===== config.mk =====
export PLATFORM = sky130hd
export DESIGN_NAME = bin2bcd_seq
export DESIGN_NICKNAME = d
export VERILOG_FILES = /design/src/rtl/bin2bcd_seq.sv
export SDC_FILE = /design/constraint.sdc
export NUM_CORES = 1
export LEC_CHECK = 0
export BUFFER_PORTS_ARGS = -buffer_cell sky130_fd_sc_hd__buf_2
export CAP_MARGIN = 30
export CORE_ASPECT_RATIO = 1.75
export CORE_MARGIN = 2
export CORE_UTILIZATION = 35
export CTS_CLUSTER_SIZE = 12
export DETAILED_ROUTE_END_ITERATION = 10
export PLACE_DENSITY = 0.54
export SLEW_MARGIN = 40
export SYNTH_ARGS = -nofsm -noshare
export SYNTH_HDL_FRONTEND = slang
export SYNTH_SLANG_ARGS = --single-unit

===== constraint.sdc =====
create_clock -name clk -period 1.9 [get_ports clk]
set_input_delay 0.38 -clock clk [delete_from_list [all_inputs] [get_ports clk]]
set_output_delay 0.38 -clock clk [all_outputs]
set_load 0.05 [all_outputs]

===== src/rtl/bin2bcd_seq.sv =====
// Sequential 14-bit binary to 4-digit BCD converter (double dabble, one bit per cycle).
// Outputs change only on completion; out-of-range inputs saturate or wrap per SATURATE.
module bin2bcd_seq #(
    parameter bit SATURATE = 1'b1
) (
    input  logic        clk,
    input  logic        rst_n,
    input  logic        start,
    input  logic [13:0] bin,
    output logic        busy,
    output logic        done,
    output logic        ovf,
    output logic [3:0]  d1,
    output logic [3:0]  d2,
    output logic [3:0]  d3,
    output logic [3:0]  d4
);

    typedef enum logic [1:0] {
        IDLE  = 2'd0,
        SHIFT = 2'd1,
        DONE  = 2'd2
    } state_t;

    localparam logic [3:0]  LAST_ITER = 4'd14;
    localparam logic [13:0] MAX_BCD   = 14'd9999;
    localparam logic [15:0] ALL_NINES = 16'h9999;

    state_t      state_q, state_d;
    logic [13:0] shreg_q, shreg_d;
    logic [19:0] scratch_q, scratch_d;
    logic [3:0]  cnt_q, cnt_d;
    logic        ovf_pend_q, ovf_pend_d;
    logic [15:0] digits_q, digits_d;
    logic        ovf_q, ovf_d;
    logic [19:0] adj;

    // Add 3 to every nibble >= 5 so the following left shift carries into the next decade.
    function automatic logic [19:0] add3_nibbles(input logic [19:0] s);
        logic [19:0] r;
        logic [3:0]  nib;
        r = s;
        for (int i = 0; i < 5; i++) begin
            nib = s[i*4 +: 4];
            if (nib >= 4'd5) begin
                r[i*4 +: 4] = nib + 4'd3;
            end
        end
        return r;
    endfunction

    function automatic logic [15:0] final_digits(input logic [19:0] s, input logic out_of_range);
        logic [15:0] r;
        if (SATURATE && out_of_range) begin
            r = ALL_NINES;
        end else begin
            r = s[15:0];
        end
        return r;
    endfunction

    always_comb begin
        adj = add3_nibbles(scratch_q);
    end

    always_comb begin
        state_d    = state_q;
        shreg_d    = shreg_q;
        scratch_d  = scratch_q;
        cnt_d      = cnt_q;
        ovf_pend_d = ovf_pend_q;
        digits_d   = digits_q;
        ovf_d      = ovf_q;

        case (state_q)
            IDLE: begin
                if (start) begin
                    shreg_d    = bin;
                    scratch_d  = '0;
                    cnt_d      = '0;
                    ovf_pend_d = (bin > MAX_BCD);
                    state_d    = SHIFT;
                end
            end
            SHIFT: begin
                // After 14 shifts the scratch holds the full BCD result; publish it in one step.
                if (cnt_q == LAST_ITER) begin
                    digits_d = final_digits(scratch_q, ovf_pend_q);
                    ovf_d    = ovf_pend_q;
                    state_d  = DONE;
                end else begin
                    {scratch_d, shreg_d} = {adj, shreg_q} << 1;
                    cnt_d                = cnt_q + 4'd1;
                end
            end
            DONE: begin
                state_d = IDLE;
            end
            default: begin
                state_d = IDLE;
            end
        endcase
    end

    always_ff @(posedge clk or negedge rst_n) begin
        if (!rst_n) begin
            state_q    <= IDLE;
            shreg_q    <= '0;
            scratch_q  <= '0;
            cnt_q      <= '0;
            ovf_pend_q <= 1'b0;
            digits_q   <= '0;
            ovf_q      <= 1'b0;
        end else begin
            state_q    <= state_d;
            shreg_q    <= shreg_d;
            scratch_q  <= scratch_d;
            cnt_q      <= cnt_d;
            ovf_pend_q <= ovf_pend_d;
            digits_q   <= digits_d;
            ovf_q      <= ovf_d;
        end
    end

    assign busy = (state_q != IDLE);
    assign done = (state_q == DONE);
    assign ovf  = ovf_q;
    assign d1   = digits_q[3:0];
    assign d2   = digits_q[7:4];
    assign d3   = digits_q[11:8];
    assign d4   = digits_q[15:12];

endmodule

Word-level counts from Yosys, hierarchy flattened
Cells that the tools add are included.
{"block": "classes", "n_reduce_logical": 7, "eq_ne": 6, "muxes": 18, "magnitude_cmp": 6, "addsub": 6}
{"op": "2-to-1 mux 20 bit", "n": 2}
{"op": "one-hot mux 20 bit (2 select lines)", "n": 1}
{"op": "2-to-1 mux 14 bit", "n": 2}
{"op": "one-hot mux 14 bit (2 select lines)", "n": 1}
{"op": "2-to-1 mux 4 bit", "n": 6}
{"op": "greater-or-equal comparator 4 x 3 -> 1 bit (second input constant)", "n": 5}
{"op": "adder 4 x 2 -> 4 bit (second input constant)", "n": 4}
{"op": "2-to-1 mux 16 bit", "n": 1}
{"op": "greater-than comparator 14 bit (second input constant)", "n": 1}
{"op": "one-hot mux 4 bit (2 select lines)", "n": 1}
{"op": "!= test 2 bit (second input constant)", "n": 3}
{"op": "AND reduction 2 bit", "n": 3}
{"op": "adder 4 x 1 -> 4 bit (second input constant)", "n": 1}
{"op": "equality test 4 bit (second input constant)", "n": 1}
{"op": "2-to-1 mux 2 bit", "n": 2}
{"op": "one-hot mux 2 bit (2 select lines)", "n": 1}
{"op": "nonzero test 2 bit", "n": 2}
{"op": "adder 3 x 2 -> 3 bit (second input constant)", "n": 1}
{"op": "2-to-1 mux 3 bit", "n": 1}
{"op": "AND reduction 3 bit", "n": 1}
{"op": "equality test 2 x 1 -> 1 bit (second input constant)", "n": 1}
{"op": "equality test 2 bit (second input constant)", "n": 1}
{"op": "zero test 2 bit", "n": 1}
{"block": "word_totals", "wordCells": 50, "out_inout_bits": 19, "regBits": 58, "in_bits": 17}

Longest topological paths before layout
{"block": "logic_depth", "word_depth": 4, "mapped_depth": 8, "depth_no_buf": 7}

Least setup slack after synthesis
No wires, ideal clock.
{"block": "synth_timing", "path_kind": "register to register", "start": "reg cnt_q[0]", "end": "reg shreg_q[10]", "required_ns": 1.773, "stages_incl_launch_ff": 8, "arrival_time_ns": 1.638, "synth_period_minus_slack_ns": 1.765, "setup_slack_ns": 0.135, "n_path_buf": 1, "cell_sequence": "dfrtp_1 > inv_1 > ha_1 > and3_4 > a211o_4 > buf_6 > a222oi_1 > inv_1"}
{"block": "synth_between", "elab_chain_cells": 3}
{"element": "start: declaration", "line_no": "32", "text": "logic [3:0] cnt_q, cnt_d;"}
{"element": "start signal: assignment", "line_no": "118", "text": "cnt_q <= cnt_d;"}
{"element": "equality test 4 bit", "line_no": "87", "text": "if (cnt_q == LAST_ITER) begin"}
{"element": "!= test 2 bit (no source line)"}
{"element": "AND reduction 3 bit (no source line)"}
{"element": "end signal: assignment", "line_no": "116", "text": "shreg_q <= shreg_d;"}
{"element": "end: declaration", "line_no": "30", "text": "logic [13:0] shreg_q, shreg_d;"}
No other way between the ends.
A chain may end at the register's enable or synchronous reset.

Final worst setup path
Ends and elaborated chain as after synthesis.

==> summary.md <==
| Metric | Value |
|---|---|
| Outcome | finished, final reports clean |
| Max-cap viol count | 0 |
| Post-Layout Cell Count | 368 |
| GR Overflow Total | 0 |
| Reg2reg setup slack | 0.1 ns |
| Yosys top cell by area | dfrtp_1 |
| Diodes inserted | 0 |
| Port-buffer cells | 35 |
| Global-route wire length before repair | 8.65 mm |
| Vias per inst | 5.02 |
| Ports | 36 |
| Final setup fails | 0 |
| Root Buffer | clkbuf_16 |
| Detailed-route via count | 1848 |
| Initial antenna violation count | 0 |
| Mapped Area | 0.00254 mm2 |
| Final WL | 5.09 mm |
| Synth warn | 0 |
| Post-CTS setup repair buffer count | 0 |
| Share of cells above drive strength 1 | 0.188 |
| Cell variety after synth | 30 |
| Fmax | 0.554 GHz |
| CP max FO | 10 |
| Die Wd | 68.4 um |
| Fin nets | 310 |
| CTS Sinks | 54 |
| Pwr dens | 1970 mW/mm2 |
| Final min period | 1.80 ns |
| Sequential-to-total area share from yosys stat | 0.531 |
| Worst-skew pair later-pin latency | 0.28 ns |
| Crit share post-route | 0.950 |
| Placed cell count | 362 |
| Setup Skew | 0.00431 ns |
| Worst hold path type | in -> async |
| Fillers | 700 |
| CP endpoint kind | register |
| WP data arrival | 1.97 ns |
| CTS tree | done |
| Hpwl dp | 3.78 mm |
| Syn_area_per_cell | 10.3 um2 |
| GRT Total Usage | 0.145 |
| Clk slew on worst S/H paths | 0.06 ns |
| Syn nets | 273 |
| Core box area | 0.00713 mm2 |
| Post-DP Area | 0.00283 mm2 |
| Leakage power | 1.49 nW |
| Placer Congestion | 0.740 |
| Die Ht | 117 um |
| RSZ-0062 raised after global routing | no |
| Antenna viol nets, final | 0 |
| Num CTS Buffers | 5 |
| Setup TNS | 0 ns |
| Hold_ws | 0.0789 ns |
| Hold Vio Cnt, Final | 0 |
| Worst vdd ir | 771 uV |
| Site Rows | 41 |
| Share of the synthesized area in the top cell type | 0.531 |
| Bufs on Longest Clock Path | 2 |
| Final Instance Area | 0.00298 mm2 |
| Crit Path Class | reg -> reg |
| WL/cell | 13.8 um |
| Drt drc | 0 |
| Initial Util | 0.357 |
| DR pass1 iterations | 4 |
| Worst setup SP type | register |
| Top cells by area, synth | dfrtp_1, mux2i_1, o21ai_0 |
| Initial DRC count | 65 |
| Fin. max-slew vios | 0 |
| Synth-to-Final Area Change | 17.0% |
| Slew of the pin with the lowest slew margin | 0.538 ns |
| Synthesized flop and latch total | 54 |
| Fin util | 0.417 |
| WP data required | 2.06 ns |
| Relative slew slack | 0.641 |
| H-Tree Depth | 2 |
| Vias in the first global route | 1838 |
| Pin count of the biggest net entering global routing | 55 |
| Die Area | 0.00799 mm2 |
| Synth Instances | 246 |
-- path summary, 6_finish.rpt --
check	cells after the start	endpoint	start
min in group clk	2	shreg_q[0]$_DFFE_PN0P_	bin[0]
hold reg to reg	2	digits_q[13]$_DFFE_PN0P_	digits_q[13]$_DFFE_PN0P_
hold / removal	2	shreg_q[2]$_DFFE_PN0P_	rst_n
setup / recovery	6	shreg_q[10]$_DFFE_PN0P_	cnt_q[0]$_DFFE_PN0P_
setup reg to reg	6	shreg_q[10]$_DFFE_PN0P_	cnt_q[0]$_DFFE_PN0P_
max in group asynchronous	2	scratch_q[10]$_DFFE_PN0P_	rst_n
-- layer usage --
metal | part of all wire | vias up | wire (um) | track usage
met5 | 0 | - | 0 | 0
met4 | 0.031 | 0 | 159 | 0.0747
met3 | 0.033 | 11 | 166 | 0.0260
met2 | 0.52 | 35 | 2660 | 0.247
met1 | 0.41 | 875 | 2100 | 0.168
li1 | - | 927 | - | -
-- cell type report --
class | count | area, um2 | area share
multi-input combinational | 165 | 1070 | 0.360
clock buffer | 6 | 139 | 0.0467
tap | 86 | 108 | 0.0362
sequential | 54 | 1350 | 0.454
inverter | 14 | 55.1 | 0.0185
timing repair buffer | 43 | 251 | 0.0845
-- critical path, cell delays in order (launching register included) --
cell      delay (ns)
dfrtp_1         0.40
inv_1           0.06
ha_1            0.21
and3_4          0.19
a211o_4         0.39
a222oi_1        0.37
inv_1           0.07
-- synth_stat cells --
master    number
inv_1         13
nor4_1         1
and2_1         2
a21oi_1        7
nor2b_1        2
a32o_1         4
buf_2          3
nor3b_1        3
buf_4          2
mux2_2         1
o21ai_0       29
ha_1          10
and3_4         1
nand4_1        1
nand3_1        2
mux2i_1       17
a211o_4        1
o311ai_0       1
a222oi_1       2
clkbuf_1       7
dfrtp_1       54
o31ai_1        8
xnor2_1        4
nor2_1        11
o22ai_1        7
inv_2          1
nand2_1       38
a22o_1         5
buf_6          1
nand2b_1       8
-- logic make-up (layout without fill, tap and decap cells) --
| family | count (synthesis) | after routing | synth area share |
|---|---|---|---|
| flops | 54 | 54 | 0.531 |
| mux | 18 | 18 | 0.0714 |
| simple gates | 69 | 69 | 0.124 |
| xor+xnor | 4 | 4 | 0.0138 |
| buf+inv | 27 | 63 | 0.0472 |
| fa+ha+maj | 10 | 10 | 0.0492 |
| compound gates | 64 | 64 | 0.163 |
-- stage by stage --
stage / setup WS (ns) / total power (W)
6_report: 0.0959 / 0.00586
5_1_grt: 0.00566 / 0.00639
4_1_cts: 0.0778 / 0.00594
3_5_place_dp: 0.0873 / 0.00503
3_3_place_gp: 0.139 / 0.00496
2_1_floorplan: 0.135 / 0.00435
-- cell usage in the layout (no fill, tap or decap), types with 6 or more instances in the layout --
cell type / instances
a21oi_1: 7
buf_2: 35
buf_4: 6
dfrtp_1: 54
ha_1: 10
inv_1: 13
mux2i_1: 17
nand2_1: 38
nand2b_1: 8
nor2_1: 11
o21ai_0: 29
o22ai_1: 7
o31ai_1: 8
-- timing repair --
item / in CTS / in global routing
hold buffers: 0 / 0
setup endpoints to repair: 0 / 2
gates resized for setup: 0 / 2
-- where the power goes --
part	total, W	internal (W)	switching, W
clock	0.000881	0.000510	0.000371
combinational	0.00289	0.00108	0.00181
sequential	0.00209	0.00169	0.000408
total	0.00586	0.00328	0.00259
-- sequential cells by signal, summed over array words and instances, names as in the netlist --
signal and cells:
state_q 2, shreg_q 14, scratch_q 16, ovf 1
cnt_q 4, digits_q 16, ovf_pend_q 1
(Power assumes the default switching activity.)
